$ cat src/rtl/mem_bank_2rw_arbiter.sv
// mem_bank_2rw_arbiter
//
// Round-robin arbiter/sequencer sharing one dual-port masked register bank
// (two RW ports, bit-level write mask, asynchronous read) among NUM_REQ
// requesters. Up to two non-conflicting requests are granted per cycle, one
// per bank port, and each granted request gets a registered response pulse
// one cycle later.
//
// Optional feature macro: MEM_BANK_ARB_INIT_EN
//   defined   -> an INIT phase zeroes every bank entry after each reset
//                before any request is accepted; init_done rises after it.
//   undefined -> the block arbitrates right after reset; init_done is 1.
//
// Parameters: NUM_REQ (>=2), REG_DEPTH (>=2), REG_WIDTH.
//
// Ports:
//   clock, reset            single clock, synchronous active-high reset
//   req_valid/req_ready     per-requester handshake (ready is combinational)
//   req_wmode               1 = write, 0 = read
//   req_addr                flattened, requester i at [i*AW +: AW]
//   req_wmask/req_wdata     flattened, requester i at [i*REG_WIDTH +: REG_WIDTH]
//   resp_valid/resp_rdata   one-cycle response; rdata is zero for writes
//   init_done               bank usable
//   RW0_*/RW1_*             bank port drive and asynchronous read data
//
// While reset is high every output except init_done is forced to zero, so a
// response registered just before reset is never presented.

module mem_bank_2rw_arbiter #(
    parameter int NUM_REQ   = 4,
    parameter int REG_DEPTH = 4,
    parameter int REG_WIDTH = 64,
    localparam int AW = $clog2(REG_DEPTH),
    localparam int PW = $clog2(NUM_REQ)
) (
    input  logic                         clock,
    input  logic                         reset,
    input  logic [NUM_REQ-1:0]           req_valid,
    output logic [NUM_REQ-1:0]           req_ready,
    input  logic [NUM_REQ-1:0]           req_wmode,
    input  logic [NUM_REQ*AW-1:0]        req_addr,
    input  logic [NUM_REQ*REG_WIDTH-1:0] req_wmask,
    input  logic [NUM_REQ*REG_WIDTH-1:0] req_wdata,
    output logic [NUM_REQ-1:0]           resp_valid,
    output logic [NUM_REQ*REG_WIDTH-1:0] resp_rdata,
    output logic                         init_done,
    output logic                         RW0_wmode,
    output logic [AW-1:0]                RW0_addr,
    output logic [REG_WIDTH-1:0]         RW0_wmask,
    output logic [REG_WIDTH-1:0]         RW0_wdata,
    input  logic [REG_WIDTH-1:0]         RW0_rdata,
    output logic                         RW1_wmode,
    output logic [AW-1:0]                RW1_addr,
    output logic [REG_WIDTH-1:0]         RW1_wmask,
    output logic [REG_WIDTH-1:0]         RW1_wdata,
    input  logic [REG_WIDTH-1:0]         RW1_rdata
);

    // (base + off) mod NUM_REQ, valid for any NUM_REQ, not only powers of 2.
    function automatic logic [PW-1:0] wrap_idx(input logic [PW-1:0] base, input int off);
        int sum;
        sum = int'(base) + off;
        return PW'(sum % NUM_REQ);
    endfunction

    logic [PW-1:0]                rr_ptr;
    logic                         running;
    logic                         g0_vld_p0;
    logic                         g1_vld_p0;
    logic [PW-1:0]                g0_idx_p0;
    logic [PW-1:0]                g1_idx_p0;
    logic [PW-1:0]                cand;
    logic [NUM_REQ-1:0]           resp_vld_p1;
    logic [NUM_REQ*REG_WIDTH-1:0] resp_data_p1;

`ifdef MEM_BANK_ARB_INIT_EN
    typedef enum logic {ST_INIT, ST_RUN} state_t;
    state_t        state;
    logic [AW:0]   init_cnt;
    logic          init_done_r;
    logic          init_active;

    assign running     = !reset && (state == ST_RUN);
    assign init_active = !reset && (state == ST_INIT);
    assign init_done   = init_done_r;
`else
    assign running   = !reset;
    assign init_done = 1'b1;
`endif

    // Stage p0: grant selection. Port 0 takes the first valid requester at or
    // after rr_ptr; port 1 the next valid one after it that does not collide
    // (same address with a write on either side). Everything between rr_ptr
    // and the port 0 winner is idle, so searching from the winner covers all.
    always_comb begin
        g0_vld_p0 = 1'b0;
        g0_idx_p0 = '0;
        g1_vld_p0 = 1'b0;
        g1_idx_p0 = '0;
        cand      = '0;
        if (running) begin
            for (int k = 0; k < NUM_REQ; k++) begin
                cand = wrap_idx(rr_ptr, k);
                if (!g0_vld_p0 && req_valid[cand]) begin
                    g0_vld_p0 = 1'b1;
                    g0_idx_p0 = cand;
                end
            end
            for (int k = 1; k < NUM_REQ; k++) begin
                cand = wrap_idx(g0_idx_p0, k);
                if (g0_vld_p0 && !g1_vld_p0 && req_valid[cand] &&
                    !((req_addr[cand*AW +: AW] == req_addr[g0_idx_p0*AW +: AW]) &&
                      (req_wmode[cand] || req_wmode[g0_idx_p0]))) begin
                    g1_vld_p0 = 1'b1;
                    g1_idx_p0 = cand;
                end
            end
        end
    end

    always_comb begin
        req_ready = '0;
        if (g0_vld_p0) req_ready[g0_idx_p0] = 1'b1;
        if (g1_vld_p0) req_ready[g1_idx_p0] = 1'b1;
    end

    always_comb begin
        RW0_wmode = 1'b0;
        RW0_addr  = '0;
        RW0_wmask = '0;
        RW0_wdata = '0;
        RW1_wmode = 1'b0;
        RW1_addr  = '0;
        RW1_wmask = '0;
        RW1_wdata = '0;
        if (g0_vld_p0) begin
            RW0_wmode = req_wmode[g0_idx_p0];
            RW0_addr  = req_addr[g0_idx_p0*AW +: AW];
            RW0_wmask = req_wmask[g0_idx_p0*REG_WIDTH +: REG_WIDTH];
            RW0_wdata = req_wdata[g0_idx_p0*REG_WIDTH +: REG_WIDTH];
        end
        if (g1_vld_p0) begin
            RW1_wmode = req_wmode[g1_idx_p0];
            RW1_addr  = req_addr[g1_idx_p0*AW +: AW];
            RW1_wmask = req_wmask[g1_idx_p0*REG_WIDTH +: REG_WIDTH];
            RW1_wdata = req_wdata[g1_idx_p0*REG_WIDTH +: REG_WIDTH];
        end
`ifdef MEM_BANK_ARB_INIT_EN
        // Zero two entries per cycle; the odd tail entry is skipped on port 1.
        if (init_active) begin
            RW0_wmode = 1'b1;
            RW0_addr  = init_cnt[AW-1:0];
            RW0_wmask = '1;
            if (int'(init_cnt) + 1 < REG_DEPTH) begin
                RW1_wmode = 1'b1;
                RW1_addr  = AW'(init_cnt + (AW+1)'(1));
                RW1_wmask = '1;
            end
        end
`endif
    end

    // Stage p1: registered responses and round-robin pointer.
    always_ff @(posedge clock) begin
        if (reset) begin
            rr_ptr       <= '0;
            resp_vld_p1  <= '0;
            resp_data_p1 <= '0;
`ifdef MEM_BANK_ARB_INIT_EN
            state        <= ST_INIT;
            init_cnt     <= '0;
            init_done_r  <= 1'b0;
`endif
        end else begin
            resp_vld_p1  <= req_ready;
            resp_data_p1 <= '0;
            if (g0_vld_p0 && !req_wmode[g0_idx_p0])
                resp_data_p1[g0_idx_p0*REG_WIDTH +: REG_WIDTH] <= RW0_rdata;
            if (g1_vld_p0 && !req_wmode[g1_idx_p0])
                resp_data_p1[g1_idx_p0*REG_WIDTH +: REG_WIDTH] <= RW1_rdata;
            if (g1_vld_p0)
                rr_ptr <= wrap_idx(g1_idx_p0, 1);
            else if (g0_vld_p0)
                rr_ptr <= wrap_idx(g0_idx_p0, 1);
`ifdef MEM_BANK_ARB_INIT_EN
            if (state == ST_INIT) begin
                init_cnt <= init_cnt + (AW+1)'(2);
                if (int'(init_cnt) + 2 >= REG_DEPTH) begin
                    state       <= ST_RUN;
                    init_done_r <= 1'b1;
                end
            end
`endif
        end
    end

    assign resp_valid = reset ? '0 : resp_vld_p1;
    assign resp_rdata = reset ? '0 : resp_data_p1;

endmodule

$ cat config.mk
export PLATFORM = sky130hd
export DESIGN_NAME = mem_bank_2rw_arbiter
export DESIGN_NICKNAME = d
export VERILOG_FILES = /design/src/rtl/mem_bank_2rw_arbiter.sv
export SDC_FILE = /design/constraint.sdc
export NUM_CORES = 1
export LEC_CHECK = 0
export ABC_AREA = 1
export BUFFER_PORTS_ARGS = -buffer_cell sky130_fd_sc_hd__buf_2
export CORE_AREA = 4 4 464 466
export CTS_CLUSTER_DIAMETER = 60
export DETAILED_ROUTE_END_ITERATION = 10
export DIE_AREA = 0 0 468 470
export PLACE_DENSITY_LB_ADDON = 0.12
export SYNTH_ARGS = -nofsm -noshare
export SYNTH_HDL_FRONTEND = slang
export SYNTH_SLANG_ARGS = --single-unit
$ cat constraint.sdc
create_clock -name clock -period 16.2 [get_ports clock]
set_input_delay 4.05 -clock clock [delete_from_list [all_inputs] [get_ports clock]]
set_output_delay 4.05 -clock clock [all_outputs]
set_load 0.02 [all_outputs]
Word level (Yosys, flattened, before mapping)
Index checks and enable logic that the tools add are counted.
{ "op_classes": {"n_addsub": 10, "n_eq_ne": 3, "bitwise": 2, "n_mux": 73, "n_reduce_logical": 32, "shift": 14, "magnitude_cmp": 12} }
{ "ops": {"columns": ["op", "count"], "rows": [
  ["256-bit two-way mux", 4],
  ["256-bit by 9-bit variable part select with 64-bit output", 4],
  ["64-bit by 34-bit variable shift with 256-bit output, first input constant", 2],
  ["64-bit by 34-bit variable part select with 256-bit output", 2],
  ["256-bit AND", 1],
  ["256-bit bitwise mux", 1],
  ["64-bit two-way mux", 4],
  ["8-bit negation with 34-bit output", 2],
  ["8-bit by 4-bit variable part select with 2-bit output", 6],
  ["1-bit two-way mux", 32],
  ["2-bit by 3-bit < comparator with 1-bit output, second input constant", 10],
  ["2-bit two-way mux", 14],
  ["1-bit binary-select mux with 2-bit select", 13],
  ["1-bit logical AND", 18],
  ["4-bit two-way mux", 3],
  ["1-bit logical NOT", 10],
  ["2-bit by 1-bit adder with 2-bit output, second input constant", 4],
  ["2-bit adder, second input constant", 4],
  ["2-bit == test", 3],
  ["1-bit demux with 2-bit select", 2],
  ["2-bit by 1-bit greater-or-equal comparator with 1-bit output, second input constant", 2],
  ["4-bit bitwise OR", 1],
  ["1-bit logical OR", 3],
  ["2-bit nonzero test", 1]
]} }
{ "word_totals": {"input_bits": 658, "ff_bits": 262} }

Depth between registers and ports, before layout
{ "logic_depth": {"depth_word": 43, "mapped_depth": 37, "ltp_nobuf": 32} }

Least setup slack after synthesis
No wires, ideal clock.
{ "synth_timing": {"kind": "input -> output", "startpoint": "in req_valid[1]", "endpoint": "out req_ready[0]", "path_stages": 26, "arrival_time_ns": 7.160, "required_time_ns": 12.150, "path_buffers": 6, "setup_slack_ns": 4.990, "cell_sequence": "inv_1 -> nand2_1 -> nand3_1 -> nand2_1 -> inv_1 -> nand2_1 -> nand2_2 -> nand3_2 -> buf_6 -> buf_6 -> nand2_1 -> nand3_1 -> nand2_1 -> nand3_1 -> nand3_1 -> nor2_1 -> nor2_1 -> nand4_1 -> nand3_2 -> buf_6 -> buf_4 -> buf_2 -> buf_2 -> ha_1 -> inv_1 -> o22ai_1"} }
{ "synth_via": {"elab_chain_cells": 43, "elab_cells_between_ends": 95, "cone_classes": "3 x add/sub; 4 x order compare; 3 x eq/ne; 4 x shift; 53 x mux; 1 x bitwise; 27 x reduce/logical"} }
{ "synth_rtl": {"columns": ["item", "line", "source"], "rows": [
  ["from (decl)", "38", "input logic [NUM_REQ-1:0] req_valid,"],
  ["branches (longest 42 deep; another with 1-bit binary-select mux with 2-bit select)", null, null],
  ["4-bit two-way mux (*)", "124", "if (g1_vld_p0) req_ready[g1_idx_p0] = 1'b1;"],
  ["to (decl)", "39", "output logic [NUM_REQ-1:0] req_ready,"]
]} }
Mark *: on every way between the ends. The select of a mux whose other input is x is not followed.

Worst setup path in the final report
{ "layout_timing": {"startpoint": "in req_valid[1]", "endpoint": "out RW1_wmask[2]"} }
{ "layout_via": {"elab_chain_cells": 39, "elab_cells_between_ends": 82, "cone_classes": "3 x add/sub; 3 x eq/ne; 5 x shift; 46 x mux; 25 x reduce/logical"} }
{ "layout_rtl": {"columns": ["item", "line", "source"], "rows": [
  ["branches (longest 38 deep; another with 1-bit binary-select mux with 2-bit select)", null, null],
  ["64-bit two-way mux (*)", "142", "if (g1_vld_p0) begin"],
  ["to (decl)", "54", "output logic [REG_WIDTH-1:0] RW1_wmask,"]
]} }
Marked as above.

==> impl_metrics.json <==
{
  "status": "finished clean",
  "clockBufferDepth": 3,
  "pin_count": 1185,
  "synthAdderAreaFrac": 0.00707,
  "worstPathRequired_ps": 12150,
  "synthSimpleGateAreaFrac": 0.336,
  "final_max_slew_viol_count": 0,
  "rows": 169,
  "critPathLaunchType": "input port",
  "fin_crit_sh": 0.868,
  "fin_nets": 5656,
  "synthMuxAreaShare": 0,
  "wl_per_cell_um": 29.1,
  "final_common_cell": "buf_2",
  "synthesis.area_um2": 23000,
  "drive_gt1_frac": 0.273,
  "die_w_um": 468,
  "hp-class": "register to register",
  "cts.repair.resized": 0,
  "dr_total_vias": 34000,
  "ff2ff_setup_slack_ps": 7680,
  "ys_seq_elements": 262,
  "placedCellCount": 7765,
  "yosys_warnings": 0,
  "end_kind": "output pin",
  "postRouteAntennaNets": 0,
  "rsz0062_at_grt": "false",
  "cts_setup_buffers": 0,
  "relSlewSlack": 0.214,
  "final_cell_mix": "1,182 x buf_2, 633 x nand2_1, 613 x nor2_1",
  "synth_top_family_by_area": "simple AND/OR/NAND/NOR gates",
  "worstMarginPinSlew_ps": 1180,
  "die_area_um2": 220000,
  "track_usage": 0.200,
  "cts-root-buf": "clkbuf_16",
  "ys_dominant_reg_cell": "dfxtp_1",
  "report.final.setup_viol": 0,
  "grt_pass1_vias": 33200,
  "synthDistinctLibCells": 41,
  "ys_seq_area_frac": 0.228,
  "drv_cap": 0,
  "fin_skew_ps": 16.1,
  "utilization": 0.157,
  "grt_max_degree": 137,
  "grt_pass1_wl_um": 306000,
  "core_um2": 211000,
  "clk_latency_ps": 580,
  "initial_utilization": 0.109,
  "first_pass_iters": 5,
  "synth_edf_count": 0,
  "preCtsSetupSlack_ps": 1950,
  "cts_tree": "built",
  "final_cell_count_no_fill": 7969,
  "io_buffers": 1183,
  "cts_max_level": 2,
  "critPathMaxFanout": 32,
  "syn_area_per_cell_um2": 5.64,
  "avgViaCountPerCell": 4.26,
  "place.detailed.hpwl_um": 181000,
  "netlist_instances": 4081,
  "syn_to_final_growth_pct": 43.8,
  "totalWireLength_um": 232000,
  "synthArstFlopShare": 0,
  "clk_pin_slew_ps": 50,
  "die_h_um": 470,
  "place_congestion": 0.916,
  "cts.sinks": 262,
  "fin_setup_tns_ps": 0,
  "antenna_found_initial": 167,
  "drt_iter0_drc": 2435,
  "grt-ovfl-total": 0,
  "cts_buffers": 39,
  "setup_slack_ps": 2140,
  "drc": 0,
  "fmax_mhz": 71.1,
  "synth-xor-area-share": 0.000761,
  "hold_viol": 0,
  "worstPathArrival_ps": 10010,
  "fin_crit_ps": 14060,
  "syn-num-nets": 4752,
  "ctsHoldBuffers": 0,
  "critPathKind": "input port to output pin",
  "synth_compound_area_frac": 0.272
}
-- critical path, stage by stage --
cell	delay [ps]
buf_2	110
inv_1	120
nand2_1	100
nand3_1	130
nand2_1	110
inv_1	100
nand2_1	70
nand2_2	220
nand3_2	610
inv_2	270
buf_4	440
nand2_1	170
nand3_1	110
nand2_1	100
nand3_2	90
nand2_2	70
o21bai_4	200
nand3_2	130
nand2_1	120
nand2_4	330
inv_2	530
nand2_4	310
buf_4	450
o32ai_1	680
buf_2	300
-- registers in the layout (all words and copies together) (netlist names) --
register,count
resp_data_p1,256
resp_vld_p1,4
rr_ptr,2
-- layer usage --
metal,vias to the layer above,GRT usage,part of all wire
li1,15500,-,-
met1,16500,0.215,0.37
met2,1577,0.358,0.50
met3,390,0.0505,0.075
met4,32,0.103,0.053
met5,-,0,0.00076
-- through the flow --
| stage | area, um2 | hold WS [ps] |
|---|---|---|
| 2_1_floorplan | 23000 | 497 |
| 3_3_place_gp | 31500 | 613 |
| 3_5_place_dp | 31500 | 606 |
| 4_1_cts | 32800 | 617 |
| 5_1_grt | 33000 | 623 |
| 6_report | 33100 | 605 |
-- logic make-up (layout without fill, tap and decap cells) --
kind of cell	count (synthesis)	count (layout)
simple gates	1823	1823
compound gates	1083	1083
buf+inv	897	1829
flops	262	262
fa+ha+maj	13	13
xor+xnor	2	2
other cells	1	136
-- final cells by class --
class / count / area, um2
multi-input cells: 2922 / 14300
well taps: 2821 / 3530
inverters: 516 / 1960
repair buffers: 1244 / 6440
clock buffers: 50 / 1080
flip-flops and latches: 262 / 5250
fillers: 25100 / 178000
clock inverters: 19 / 176
diodes: 135 / 338
-- Yosys cell counts, types with 5 or more instances --
master / count / area, um2
a211oi_1: 62 / 465
a21oi_1: 243 / 1220
a221oi_1: 82 / 718
a31oi_1: 46 / 288
buf_1: 24 / 90.1
buf_2: 59 / 295
buf_4: 14 / 105
buf_6: 13 / 146
clkbuf_1: 269 / 1010
dfxtp_1: 262 / 5250
ha_1: 13 / 163
inv_1: 509 / 1910
inv_2: 5 / 18.8
nand2_1: 638 / 2390
nand2_2: 7 / 43.8
nand3_1: 306 / 1530
nand3_2: 13 / 130
nand4_1: 28 / 175
nor2_1: 622 / 2330
nor3_1: 187 / 936
o21ai_0: 511 / 2560
o21ai_1: 46 / 230
o22ai_1: 18 / 113
o32ai_1: 68 / 596
or2_0: 10 / 62.6
-- path summary, 6_finish.rpt --
check                             startpoint                end  cells past startpoint
worst max-delay path            req_valid[1]       RW1_wmask[2]                     25
worst min register to register     rr_ptr[1]          rr_ptr[1]                      2
worst min-delay path               rr_ptr[1]          rr_ptr[1]                      2
worst max register to register     rr_ptr[0]  resp_data_p1[145]                     28
Power is left out: the tool's default activity adds up to more than one toggle a clock period on the data nets, which glitch-free logic cannot reach.
